**config.mk**
```make
export PLATFORM = sky130hd
export DESIGN_NAME = rst_requester_flat
export DESIGN_NICKNAME = d
export VERILOG_FILES = /design/src/rtl/rst_pkg.sv /design/src/rtl/rst_requester_if.sv /design/src/rtl/rst_debounce.sv /design/src/rtl/rst_requester.sv /design/src/flat_wrapper.sv
export SDC_FILE = /design/constraint.sdc
export NUM_CORES = 1
export LEC_CHECK = 0
export BUFFER_PORTS_ARGS = -buffer_cell sky130_fd_sc_hd__buf_4
export CORE_MARGIN = 2
export CORE_UTILIZATION = 55
export CTS_CLUSTER_SIZE = 24
export DETAILED_ROUTE_END_ITERATION = 16
export HOLD_SLACK_MARGIN = 0.02
export MAX_ROUTING_LAYER = met4
export PLACE_DENSITY = 0.73
export SYNTH_ARGS = -nofsm -noshare
export SYNTH_HDL_FRONTEND = slang
export SYNTH_SLANG_ARGS = --single-unit
```
**constraint.sdc**
```tcl
create_clock -name clk_sys -period 2.87 [get_ports clk_sys]
set_clock_uncertainty 0.15 [all_clocks]
set_input_delay 0.861 -clock clk_sys [delete_from_list [all_inputs] [get_ports clk_sys]]
set_output_delay 0.861 -clock clk_sys [all_outputs]
set_load 0.01 [all_outputs]
```
**src/rtl/rst_pkg.sv**
```systemverilog
// rst_pkg: shared FSM state encoding and reset cause codes for the reset requester.
package rst_pkg;
  typedef enum logic [1:0] {IDLE, REQ, RELEASE} state_t;
  typedef enum logic [1:0] {
    CAUSE_NONE = 2'b00,
    CAUSE_BTN  = 2'b01,
    CAUSE_SW   = 2'b10,
    CAUSE_WDT  = 2'b11
  } cause_t;
endpackage

```
**src/rtl/rst_requester_if.sv**
```systemverilog
// rst_requester_if: reset cause inputs and four-phase req/ack handshake toward the pulse generator.
interface rst_requester_if;
  import rst_pkg::*;
  logic   btn_n;
  logic   sw_req;
  logic   wdt_kick;
  logic   rst_ack;
  logic   rst_req;
  logic   rst_req_n;
  logic   busy;
  cause_t cause;
  logic   ack_timeout;
  modport master (
    input  btn_n, sw_req, wdt_kick, rst_ack,
    output rst_req, rst_req_n, busy, cause, ack_timeout
  );
  modport slave (
    output btn_n, sw_req, wdt_kick, rst_ack,
    input  rst_req, rst_req_n, busy, cause, ack_timeout
  );
endinterface

```
**src/rtl/rst_debounce.sv**
```systemverilog
// rst_debounce: 2FF-synchronises the active-low button and emits a one-cycle pulse on a debounced press.
module rst_debounce #(
  parameter int unsigned DEBOUNCE_CYCLES = 1_000_000,
  parameter int unsigned CNT_W           = 32
) (
  input  logic clk_sys,
  input  logic rst,
  input  logic raw,
  output logic level,
  output logic press
);
  logic [1:0]       sync;
  logic [CNT_W-1:0] cnt;
  logic             differ;
  logic             done;
  assign differ = sync[1] != level;
  assign done   = differ && cnt == CNT_W'(DEBOUNCE_CYCLES - 1);
  // Sync stages and level reset to "released" so no press fires out of reset.
  always_ff @(posedge clk_sys or posedge rst)
    if (rst) begin
      sync  <= 2'b11;
      cnt   <= '0;
      level <= 1'b1;
      press <= 1'b0;
    end else begin
      sync  <= {sync[0], raw};
      cnt   <= (differ && !done) ? cnt + 1'b1 : '0;
      level <= done ? sync[1] : level;
      press <= done && level;
    end
endmodule

```
**src/rtl/rst_requester.sv**
```systemverilog
// rst_requester: merges button/software/watchdog reset causes into one four-phase request with ack timeout.
// Macro WATCHDOG_EN adds the watchdog counter and its trigger; without it wdt_kick is ignored.
module rst_requester
  import rst_pkg::*;
#(
  parameter int unsigned DEBOUNCE_CYCLES = 1_000_000,
  parameter int unsigned WDT_CYCLES      = 267_777_777,
  parameter int unsigned ACK_TIMEOUT     = 255,
  parameter int unsigned CNT_W           = 32
) (
  input logic             clk_sys,
  input logic             rst,
  rst_requester_if.master bus
);
  localparam int unsigned TW = $clog2(ACK_TIMEOUT + 1);
  state_t        state, state_nx;
  cause_t        cause_nx;
  logic [TW-1:0] req_cnt, req_cnt_nx;
  logic [1:0]    ack_sync;
  logic          ack_s;
  logic          btn_press;
  logic          unused_btn_level;
  logic          wdt_fire;
  logic          trig;
  logic          timeout_nx;
  rst_debounce #(.DEBOUNCE_CYCLES(DEBOUNCE_CYCLES), .CNT_W(CNT_W)) u_debounce (
    .clk_sys(clk_sys),
    .rst(rst),
    .raw(bus.btn_n),
    .level(unused_btn_level),
    .press(btn_press)
  );
  assign ack_s = ack_sync[1];
`ifdef WATCHDOG_EN
  logic [CNT_W-1:0] wdt_cnt;
  assign wdt_fire = !bus.wdt_kick && wdt_cnt == CNT_W'(WDT_CYCLES - 1);
  // Held at zero while a request is in flight so a fresh full period follows each reset.
  always_ff @(posedge clk_sys or posedge rst)
    if (rst) wdt_cnt <= '0;
    else wdt_cnt <= (bus.wdt_kick || bus.busy || wdt_cnt == CNT_W'(WDT_CYCLES - 1)) ? '0 : wdt_cnt + 1'b1;
`else
  logic unused_wdt;
  assign unused_wdt = bus.wdt_kick ^ (WDT_CYCLES == 0);
  assign wdt_fire   = 1'b0;
`endif
  assign trig = wdt_fire || btn_press || bus.sw_req;
  always_comb begin
    state_nx   = state;
    cause_nx   = bus.cause;
    req_cnt_nx = '0;
    timeout_nx = bus.ack_timeout;
    case (state)
      IDLE:
        if (trig) begin
          state_nx = REQ;
          cause_nx = wdt_fire ? CAUSE_WDT : btn_press ? CAUSE_BTN : CAUSE_SW;
        end
      REQ:
        if (ack_s) state_nx = RELEASE;
        else if (req_cnt == TW'(ACK_TIMEOUT - 1)) begin
          state_nx   = IDLE;
          timeout_nx = 1'b1;
        end else req_cnt_nx = req_cnt + 1'b1;
      RELEASE:
        if (!ack_s) state_nx = IDLE;
      default: state_nx = IDLE;
    endcase
  end
  // Outputs come from the next state so they settle on the same edge as the state change.
  always_ff @(posedge clk_sys or posedge rst)
    if (rst) begin
      state           <= IDLE;
      req_cnt         <= '0;
      ack_sync        <= '0;
      bus.rst_req     <= 1'b0;
      bus.rst_req_n   <= 1'b1;
      bus.busy        <= 1'b0;
      bus.cause       <= CAUSE_NONE;
      bus.ack_timeout <= 1'b0;
    end else begin
      state           <= state_nx;
      req_cnt         <= req_cnt_nx;
      ack_sync        <= {ack_sync[0], bus.rst_ack};
      bus.rst_req     <= state_nx == REQ;
      bus.rst_req_n   <= state_nx != REQ;
      bus.busy        <= state_nx != IDLE;
      bus.cause       <= cause_nx;
      bus.ack_timeout <= timeout_nx;
    end
endmodule
```
**src/flat_wrapper.sv**
```systemverilog
// flat-port wrapper written by rule: the top's interface ports become plain ports
module rst_requester_flat import rst_pkg::*;
#(
  parameter int unsigned DEBOUNCE_CYCLES = 1_000_000,
  parameter int unsigned WDT_CYCLES      = 267_777_777,
  parameter int unsigned ACK_TIMEOUT     = 255,
  parameter int unsigned CNT_W           = 32
)
  (clk_sys, rst, bus_btn_n, bus_sw_req, bus_wdt_kick, bus_rst_ack, bus_rst_req, bus_rst_req_n, bus_busy, bus_cause, bus_ack_timeout);
  rst_requester_if bus_i ();
  input logic clk_sys;
  input logic rst;
  input wire logic [$bits(bus_i.btn_n)-1:0] bus_btn_n;
  input wire logic [$bits(bus_i.sw_req)-1:0] bus_sw_req;
  input wire logic [$bits(bus_i.wdt_kick)-1:0] bus_wdt_kick;
  input wire logic [$bits(bus_i.rst_ack)-1:0] bus_rst_ack;
  output wire logic [$bits(bus_i.rst_req)-1:0] bus_rst_req;
  output wire logic [$bits(bus_i.rst_req_n)-1:0] bus_rst_req_n;
  output wire logic [$bits(bus_i.busy)-1:0] bus_busy;
  output wire logic [$bits(bus_i.cause)-1:0] bus_cause;
  output wire logic [$bits(bus_i.ack_timeout)-1:0] bus_ack_timeout;
  assign bus_i.btn_n = bus_btn_n;
  assign bus_i.sw_req = bus_sw_req;
  assign bus_i.wdt_kick = bus_wdt_kick;
  assign bus_i.rst_ack = bus_rst_ack;
  assign bus_rst_req = bus_i.rst_req;
  assign bus_rst_req_n = bus_i.rst_req_n;
  assign bus_busy = bus_i.busy;
  assign bus_cause = bus_i.cause;
  assign bus_ack_timeout = bus_i.ack_timeout;
  rst_requester #(.DEBOUNCE_CYCLES(DEBOUNCE_CYCLES), .WDT_CYCLES(WDT_CYCLES), .ACK_TIMEOUT(ACK_TIMEOUT), .CNT_W(CNT_W)) u_core (.clk_sys(clk_sys), .rst(rst), .bus(bus_i));
endmodule
```
==> flow_summary_export.csv <==
group,metric,value,unit
clock_network,cts_sinks,54,
clock_network,clk_pin_slew,0.10,ns
sta,rsz0062_at_grt,"false",
critical_path,path_class,"register to register",
power,switching_share,25.1,%
yosys,netlist.top_cell.by_area,"dfrtp_1",
sta,worst_slew_pin_slew,0.665,ns
critical_path,critPathMaxFanout,15,
final_layout,multi_input_area,0.00114,mm^2
final_layout,seq_area,0.00136,mm^2
global_routing,grt_pass1_vias,1856,
floorplanning,initial_utilization,57.7,%
sta,min_period_over_period,81.4,%
yosys,synthTopCellsByCount,"50 x dfrtp_1, 25 x nor2_1, 19 x a21oi_1",
floorplanning,dieWidth,72.1,um
yosys,yosysTopAreaCellShare,49.1,%
sta,maxSlewHeadroom,55.6,%
clock_network,cts_tree,"done",
sta,setup_viol_count_final,0,
sta,hold_viol,0,
sta,fin_ws,0.535,ns
power,p_int,1.15,mW
clock_network,cts_htree_levels,2,
detailed_routing,drtIter0Drc,140,
yosys,synthArstFlopShare,100,%
clock_network,cts-buffers-inserted,5,
floorplanning,coreArea,0.00441,mm^2
global_routing,antenna_found_initial,0,
power,pwr-share-seq,55.1,%
detailed_routing,dr.pass1.iters,4,
outcome,status,"completed",
clock_network,hold_buffers,0,
detailed_routing,drtAntennaViolNets,0,
critical_path,cp-end-kind,"register",
clock_network,root_buffer,"clkbuf_8",
critical_path,cp_slowest_cell,"or4_4",
yosys,ys_types,31,
critical_path,slowest_delay,0.54,ns
yosys,ys_ff_latch,54,
yosys,synthCells,250,
job,cap_violations,0,
critical_path,crit_chain,"ha_1 -> nand4_1 -> or4_4 -> or4_1 -> a21oi_1",
power,p_per_area,544,mW/mm^2
power,ir_worst_vdd,0.358,mV
placed_design,place_hpwl,3350,um
yosys,yosysWarnings,0,
global_routing,grt_max_degree,55,
clock_network,cts_resized,0,
yosys,synth.avg_cell_area,10.2,um^2
power,power_switching,384,uW
clock_network,clk_path_buf_depth,2,
critical_path,start_kind,"register",
yosys,synth-edff-count,0,
detailed_routing,vias_per_cell,6.05,
final_layout,layout.nets,273,
yosys,synth_area_leaders,"dfrtp_1 49%, xor2_1 4.5%, dfstp_2 4.1%",
detailed_routing,routed_wl,4790,um
power,clock_power_share,33.9,%
critical_path,r2r_slack,0.53,ns
global_routing,grt_overflow,0,
sta,timing.setup.tns,0,ns
placed_design,dpl_worst_slack,0.551,ns
power,pwr-share-comb,11.1,%
floorplanning,io-pin-count,12,
critical_path,worstPathArrival,2.42,ns
yosys,synth_area,0.00255,mm^2
placed_design,portBuffers,10,
final_layout,synthToLayoutAreaGrowth,10.6,%
final_layout,antenna_cells,0,
floorplanning,die_h,72.1,um
clock_network,clock_latency,0.31,ns
power,leakage,1.16,nW
sta,fin_crit,2.34,ns
critical_path,required,2.95,ns
yosys,ys_seq_area_share,53.2,%
floorplanning,dieArea,0.00519,mm^2
global_routing,grt_first_pass_wirelength,8400,um
sta,max_freq,428,MHz
yosys,synthFlopType,"dfrtp_1",
detailed_routing,vias,1919,
yosys,syn_nets,259,
detailed_routing,wl_per_cell,15.1,um
global_routing,grt_util_all_layers,21.4,%
placed_design,gp_congestion,0.852,
floorplanning,rows,24,
final_layout,fillers,362,
detailed_routing,drc,0,
sta,drv_slew,0,
final_layout,layout-drive-gt1-share,12.5,%
yosys,synth.most_common_cell,"dfrtp_1",
min_path,hp-class,"register to register",
clock_network,post_cts_buffers,0,
-- state kept, by name, indices dropped and copies added (netlist names) --
name	cells
u_core.bus.ack_timeout	1
u_core.state	2
u_core.req_cnt	8
u_core.bus.rst_req_n	1
u_core.bus.cause	2
u_core.u_debounce.press	1
u_core.ack_sync	2
u_core.u_debounce.cnt	32
u_core.u_debounce.level	1
u_core.bus.busy	1
u_core.bus.rst_req	1
u_core.u_debounce.sync	2
-- cell usage in the layout (no fill, tap or decap), drive strengths merged, types with 2 or more instances in the layout --
cell type	count
dfrtp	50
nor2	25
a21oi	19
nand3	16
nand4	16
buf	14
xor2	13
or4	13
nand2	12
o31ai	12
inv	10
or3	9
o21ai	8
xnor2	8
nor4	8
clkbuf	5
and4	5
dfstp	4
and2	3
ha	3
and3	2
nor3	2
-- stage by stage --
step	hold WS [ns]	total power, mW	utilization, %	area, um^2	instances
global placement	0.184	1.03	61.2	2700	309
CTS	0.213	1.56	63.9	2820	317
floorplan	0.181	0.959	-	2550	250
global route	0.217	1.61	63.9	2820	317
finish	0.213	1.53	63.9	2820	317
detailed placement	0.190	1.03	61.2	2700	309
-- worst paths after layout --
path                                                   to                 startpoint  cells after the start
worst max-delay path            u_core.u_debounce.cnt[24]   u_core.u_debounce.cnt[0]                      5
worst min-delay path            u_core.u_debounce.sync[1]  u_core.u_debounce.sync[0]                      0
worst max register to register  u_core.u_debounce.cnt[24]   u_core.u_debounce.cnt[0]                      5
worst min register to register  u_core.u_debounce.sync[1]  u_core.u_debounce.sync[0]                      0
max in group asynchronous               u_core.req_cnt[3]                        rst                      3
min in group asynchronous         u_core.u_debounce.press                        rst                      3
-- cell families (layout without fill, tap and decap cells) --
logic type                 count (synthesis)  count (layout)  share of synthesized area (%)
buffers and inverters                     16              31                           2.50
DFF                                       54              54                           53.2
AOI/OAI and AO/OA                         41              41                           9.48
xor gates and xnor gates                  21              21                           7.22
adders and majority gates                  3               3                           1.47
and+or+nand+nor                          114             114                           25.7
muxes                                      1               1                          0.442
-- metal layers --
layer,vias up,track usage (%),wire length [um]
li1,951,-,-
met1,935,27.3,2270
met2,27,34.3,2330
met3,6,4.58,127
met4,0,7.13,63
met5,-,-,0
-- critical path: cells and delay by family (launching register included) --
family          cells  cell delay (ns)
simple gates        3             1.19
compound gates      1             0.16
flops               1             0.44
fa+ha+maj           1             0.31
-- power groups by stage --
stage	clock [mW]	combinational, mW	sequential [mW]
final	0.519	0.169	0.845
after global routing	0.564	0.192	0.851
after floorplan	0	0.0940	0.865
after CTS	0.537	0.174	0.845
after detailed placement	0	0.174	0.860
after global placement	0	0.169	0.858
-- final cells by class --
type	instances	area share, %
well taps	52	2.31
clock inverters	3	1.69
multi-input cells	180	40.5
repair buffers	14	3.73
flip-flops and latches	54	48.1
inverters	9	1.20
clock buffers	5	2.44
(Power assumes the default switching activity.)
